`src/rtl/fifo_pkg.sv`:
```
// rtl/fifo_pkg.sv - shared constants and state encoding for the FIFO control stage
package fifo_pkg;

  localparam int DATA_WIDTH = 32;
  localparam int ADDR_WIDTH = 3;
  localparam int DEPTH      = 1 << ADDR_WIDTH;
  localparam int CNT_WIDTH  = ADDR_WIDTH + 1;

  typedef enum logic [2:0] {
    INIT     = 3'd0,
    NO_OP    = 3'd1,
    WRITE    = 3'd2,
    WR_ERROR = 3'd3,
    READ     = 3'd4,
    RD_ERROR = 3'd5
  } state_t;

endpackage

```
`src/rtl/fifo_ptr_calc.sv`:
```
// rtl/fifo_ptr_calc.sv - combinational next-state, pointer and occupancy calculation
module fifo_ptr_calc
  import fifo_pkg::*;
(
  input  logic                  wr_en,
  input  logic                  rd_en,
  input  logic [ADDR_WIDTH-1:0] head,
  input  logic [ADDR_WIDTH-1:0] tail,
  input  logic [CNT_WIDTH-1:0]  count,
  output state_t                next_state,
  output logic [ADDR_WIDTH-1:0] next_head,
  output logic [ADDR_WIDTH-1:0] next_tail,
  output logic [CNT_WIDTH-1:0]  next_count,
  output logic                  we
);

  logic is_full;
  logic is_empty;

  // head==tail cannot distinguish empty from full, so status comes from count
  assign is_full  = (count == CNT_WIDTH'(DEPTH));
  assign is_empty = (count == '0);

  // Only a lone request moves anything; both or neither requested is a no-op
  always_comb begin
    next_state = NO_OP;
    next_head  = head;
    next_tail  = tail;
    next_count = count;
    we         = 1'b0;
    case ({wr_en, rd_en})
      2'b10: begin
        if (is_full) begin
          next_state = WR_ERROR;
        end else begin
          next_state = WRITE;
          we         = 1'b1;
          next_tail  = tail + ADDR_WIDTH'(1);
          next_count = count + CNT_WIDTH'(1);
        end
      end
      2'b01: begin
        if (is_empty) begin
          next_state = RD_ERROR;
        end else begin
          next_state = READ;
          next_head  = head + ADDR_WIDTH'(1);
          next_count = count - CNT_WIDTH'(1);
        end
      end
      default: begin
        next_state = NO_OP;
      end
    endcase
  end

endmodule

```
`src/rtl/fifo_ctrl.sv`:
```
// rtl/fifo_ctrl.sv - control stage driving the 8x32 register file of the FIFO
module fifo_ctrl
  import fifo_pkg::*;
#(
  parameter int DATA_WIDTH = fifo_pkg::DATA_WIDTH,
  parameter int ADDR_WIDTH = fifo_pkg::ADDR_WIDTH
) (
  input  logic                  clk,
  input  logic                  reset_n,
  input  logic                  wr_en,
  input  logic                  rd_en,
  input  logic [DATA_WIDTH-1:0] rf_rData,
  output logic                  we,
  output logic [ADDR_WIDTH-1:0] wAddr,
  output logic [ADDR_WIDTH-1:0] rAddr,
  output logic [DATA_WIDTH-1:0] d_out,
  output logic                  full,
  output logic                  empty,
  output logic                  wr_ack,
  output logic                  wr_err,
  output logic                  rd_ack,
  output logic                  rd_err,
  output logic [ADDR_WIDTH:0]   data_count
);

  state_t                state;
  state_t                next_state;
  logic [ADDR_WIDTH-1:0] head;
  logic [ADDR_WIDTH-1:0] tail;
  logic [ADDR_WIDTH:0]   count;
  logic [ADDR_WIDTH-1:0] next_head;
  logic [ADDR_WIDTH-1:0] next_tail;
  logic [ADDR_WIDTH:0]   next_count;
  logic                  calc_we;

  // Next-state logic lives in the combinational calculator
  fifo_ptr_calc u_ptr_calc (
    .wr_en      (wr_en),
    .rd_en      (rd_en),
    .head       (head),
    .tail       (tail),
    .count      (count),
    .next_state (next_state),
    .next_head  (next_head),
    .next_tail  (next_tail),
    .next_count (next_count),
    .we         (calc_we)
  );

  // State, pointer and occupancy registers; reset discards contents
  always_ff @(posedge clk) begin
    if (reset_n) begin
      state <= INIT;
      head  <= '0;
      tail  <= '0;
      count <= '0;
    end else begin
      state <= next_state;
      head  <= next_head;
      tail  <= next_tail;
      count <= next_count;
    end
  end

  // Capture the head entry on a successful read; otherwise hold the last word
  always_ff @(posedge clk) begin
    if (reset_n) begin
      d_out <= '0;
    end else if (next_state == READ) begin
      d_out <= rf_rData;
    end
  end

  // Moore flag decode from the registered state; INIT and NO_OP raise nothing
  always_comb begin
    wr_ack = 1'b0;
    wr_err = 1'b0;
    rd_ack = 1'b0;
    rd_err = 1'b0;
    case (state)
      WRITE:    wr_ack = 1'b1;
      WR_ERROR: wr_err = 1'b1;
      READ:     rd_ack = 1'b1;
      RD_ERROR: rd_err = 1'b1;
      default:  ;
    endcase
  end

  assign we         = calc_we;
  assign wAddr      = tail;
  assign rAddr      = head;
  assign data_count = count;
  assign full       = (count == (ADDR_WIDTH + 1)'(1 << ADDR_WIDTH));
  assign empty      = (count == '0);

endmodule

```
`config.mk`:
```
export PLATFORM = sky130hd
export DESIGN_NAME = fifo_ctrl
export DESIGN_NICKNAME = d
export VERILOG_FILES = /design/src/rtl/fifo_pkg.sv /design/src/rtl/fifo_ptr_calc.sv /design/src/rtl/fifo_ctrl.sv
export SDC_FILE = /design/constraint.sdc
export NUM_CORES = 1
export LEC_CHECK = 0
export BUFFER_PORTS_ARGS = -buffer_cell sky130_fd_sc_hd__buf_4
export CELL_PAD_IN_SITES_DETAIL_PLACEMENT = 0
export CELL_PAD_IN_SITES_GLOBAL_PLACEMENT = 1
export CORE_UTILIZATION = 35
export CTS_CLUSTER_SIZE = 40
export DETAILED_ROUTE_END_ITERATION = 8
export GPL_ROUTABILITY_DRIVEN = 1
export PLACE_DENSITY = 0.8
export SYNTH_ARGS = -nofsm -noshare
export SYNTH_HDL_FRONTEND = slang
export SYNTH_SLANG_ARGS = --single-unit
```
`constraint.sdc`:
```
create_clock -name clk -period 2.7 [get_ports clk]
set_input_delay 0.135 -clock clk [delete_from_list [all_inputs] [get_ports clk]]
set_output_delay 0.135 -clock clk [all_outputs]
set_load 0.05 [all_outputs]
```
==> summary.md <==
| Metric | Value |
|---|---|
| Status | `complete, no violations` |
| Fin crit share | `74.58%` |
| Ports | `85` |
| Antenna violations before repair | `0` |
| FF+latch area | `900.9 sq um` |
| Post-Syn Instances | `227` |
| Async SR Flop Fraction | `0%` |
| Post-synth EDFFs | `0` |
| Type of the worst min-delay path | `input pin to register` |
| CTS root buf | `clkbuf_8` |
| 1st-iter DRT viols | `77` |
| Crit path launch | `data_count[3]` |
| Fin. Hold Viols | `0` |
| CTS tree | `yes` |
| Yosys warnings | `0` |
| Post-CTS setup buffers | `0` |
| Relative slew slack | `66.46%` |
| Synthesized area | `1916 sq um` |
| Post-Layout Cell Count | `377` |
| Top-area cell type share of the netlist area | `47.03%` |
| Reg2reg end | `d_out[22]` |
| Static Leak | `1.200 nW` |
| Area contributors post-synth | `dfxtp_1, nand2_1, a21oi_1` |
| First-pass GRT wire length | `7493 microns` |
| Critical setup path kind | `register to output port` |
| Startpoint types | `register` |
| Largest net degree at the start of global routing | `47` |
| Diodes inserted | `0` |
| Final GP Congestion | `0.7456` |
| DP Wirelength | `3043 microns` |
| Crit path required time | `2.57 ns` |
| Nets | `350` |
| Commonest non-fill, non-tap cell in the layout | `buf_4` |
| Setup TNS | `0 ns` |
| Worst reg-to-reg setup slack | `0.79 ns` |
| WP data arrival | `1.88 ns` |
| Total Wirelength | `4386 microns` |
| CTS Buf Count | `5` |
| R2R Path Start | `data_count[0]` |
| Synth cell types | `28` |
| Pins Over Slew Limit | `0` |
| Clock Skews | `0.005512 ns` |
| Wire per inst | `11.63 microns` |
| Cell taking the most area after synthesis | `dfxtp_1` |
| Mapped Nets | `270` |
| Detailed-route DRC error count | `0` |
| Antenna-violating nets left | `0` |
| Area grow syn2layout | `38.99%` |
| Core Area | `5205 sq um` |
| Row cnt | `26` |
| Synth Register Bits | `45` |
| Final worst path period need | `2.014 ns` |
| Ratio of cells with drive above 1 in the final layout | `33.22%` |
| # placed instances | `370` |
| Depth of the CTS H-tree | `2` |
| Initial core utilization | `36.80%` |
| Worst skew pair latency | `0.29 ns` |
| FMAX | `496.6 MHz` |
| Post-CTS Resized | `0` |
| Worst Path Max Fanout | `8` |
| Setup Viol. Count Final | `0` |
| Pre-antenna DRT Iters | `4` |
| GRT Util Overall | `16.06%` |
| Clk slew on worst S/H paths | `0.08 ns` |
| Via density | `4.592` |
| CP max stage cell | `or4b_2` |
| CTS Buffer Depth | `2` |
| Synth Flop Type | `dfxtp_1` |
| Die X | `75.98 microns` |
| Cell depth of the worst flop-to-flop path | `5` |
| Crit-path max cell delay | `0.69 ns` |
| PwrDens | `556.3 nW/um^2` |
| Critical Path, Cell by Cell | `or4b_2, nand2_1, inv_1, buf_4` |
| Unrepaired setup endpoints after global routing | `no` |
| Post-synthesis sequential area ratio | `47.03%` |
| Port Buf Inserts | `84` |
| Post-CTS Hold Buffers | `0` |
| Worst-margin pin slew | `0.5031 ns` |
| Die H | `75.98 microns` |
| Die area | `5773 sq um` |
| CTS Sinks | `45` |
| Hold Crit Depth | `3` |
| Via count | `1731` |
| Vias in the first global route | `1669` |
| VDD IR max | `0.2834 mV` |
| CP Capture Point | `we` |
| CP endpoint kind | `output port` |
| GRT overflow | `0` |
| Maxcap violations | `0` |
| Mean post-synth cell area | `8.439 sq um` |
| Fill cells | `507` |
| Most frequent cells in the layout | `buf_4, nand2_1, dfxtp_1` |
| Area occupied by multi-input gates | `900.9 sq um` |
## report_power, final
part | switching [mW] | internal, mW | total [mW]
clock | 0.216 | 0.179 | 0.395
sequential | 0.0313 | 0.694 | 0.725
combinational | 0.232 | 0.128 | 0.361
## logic make-up after synthesis
| family | after synthesis | synth area share (%) |
|---|---|---|
| muxes | 4 | 2.090 |
| buffers and inverters | 21 | 5.944 |
| xor gates and xnor gates | 6 | 2.743 |
| and+or+nand+nor | 98 | 22.27 |
| AOI/OAI and AO/OA | 46 | 15.35 |
| adders and majority gates | 7 | 4.572 |
| DFF | 45 | 47.03 |
## cells in the mapped netlist, drive strengths merged (2+ instances only)
library cell  count
a21oi            36
nor2b             3
or3               2
mux2i             4
dfxtp            45
nor3b             3
clkbuf            5
nor2             12
ha                7
nand3b            2
inv               7
o21ai             4
xor2              6
o211ai            2
buf               9
and3b             3
nand3             2
nand2            68
## worst max-delay path: cells and delay by family, from the launching register on
family / cells / cell delay [ns]
DFF: 1 / 0.51
buffers and inverters: 2 / 0.23
and+or+nand+nor: 2 / 0.85
## cell type report
type                       count  area share [%]
clock buffer                   6           2.726
sequential                    45           33.83
timing repair buffer          87           25.00
multi-input combinational    161           33.83
tap                           70           3.289
clock inverter                 1          0.3289
inverter                       7          0.9868
## through the flow
step / power (mW) / setup WS (ns) / area [sq um] / utilization, % / hold WS, ns
after floorplan: 0.9861 / 0.7409 / 1916 / - / 0.2710
final: 1.481 / 0.6864 / 2663 / 51.15 / 0.08185
after global placement: 1.102 / 0.7241 / 2581 / 49.59 / 0.3825
after detailed placement: 1.104 / 0.6941 / 2581 / 49.59 / 0.3926
after global routing: 1.562 / 0.5928 / 2663 / 51.15 / 0.06369
after CTS: 1.500 / 0.6840 / 2663 / 51.15 / 0.07308
## sequential cells by signal (all words and copies together) (netlist names)
register    cells
d_out          32
state           3
wAddr           3
data_count      4
rAddr           3
## per-layer routing
layer | global-route usage (%) | routed length [microns]
met1 | 17.99 | 1951
met2 | 27.55 | 2066
met3 | 6.108 | 334
met4 | 6.154 | 34
met5 | 0 | 0
## worst min path at each step
stage,endpoint,from
2_1_floorplan,d_out[10],rf_rData[10]
3_3_place_gp,d_out[24],rf_rData[24]
3_5_place_dp,d_out[0],rf_rData[0]
4_1_cts,d_out[18],rf_rData[18]
5_1_grt,d_out[0],rf_rData[0]
6_report,d_out[18],rf_rData[18]
No activity file was read; power rests on OpenSTA's default activity.
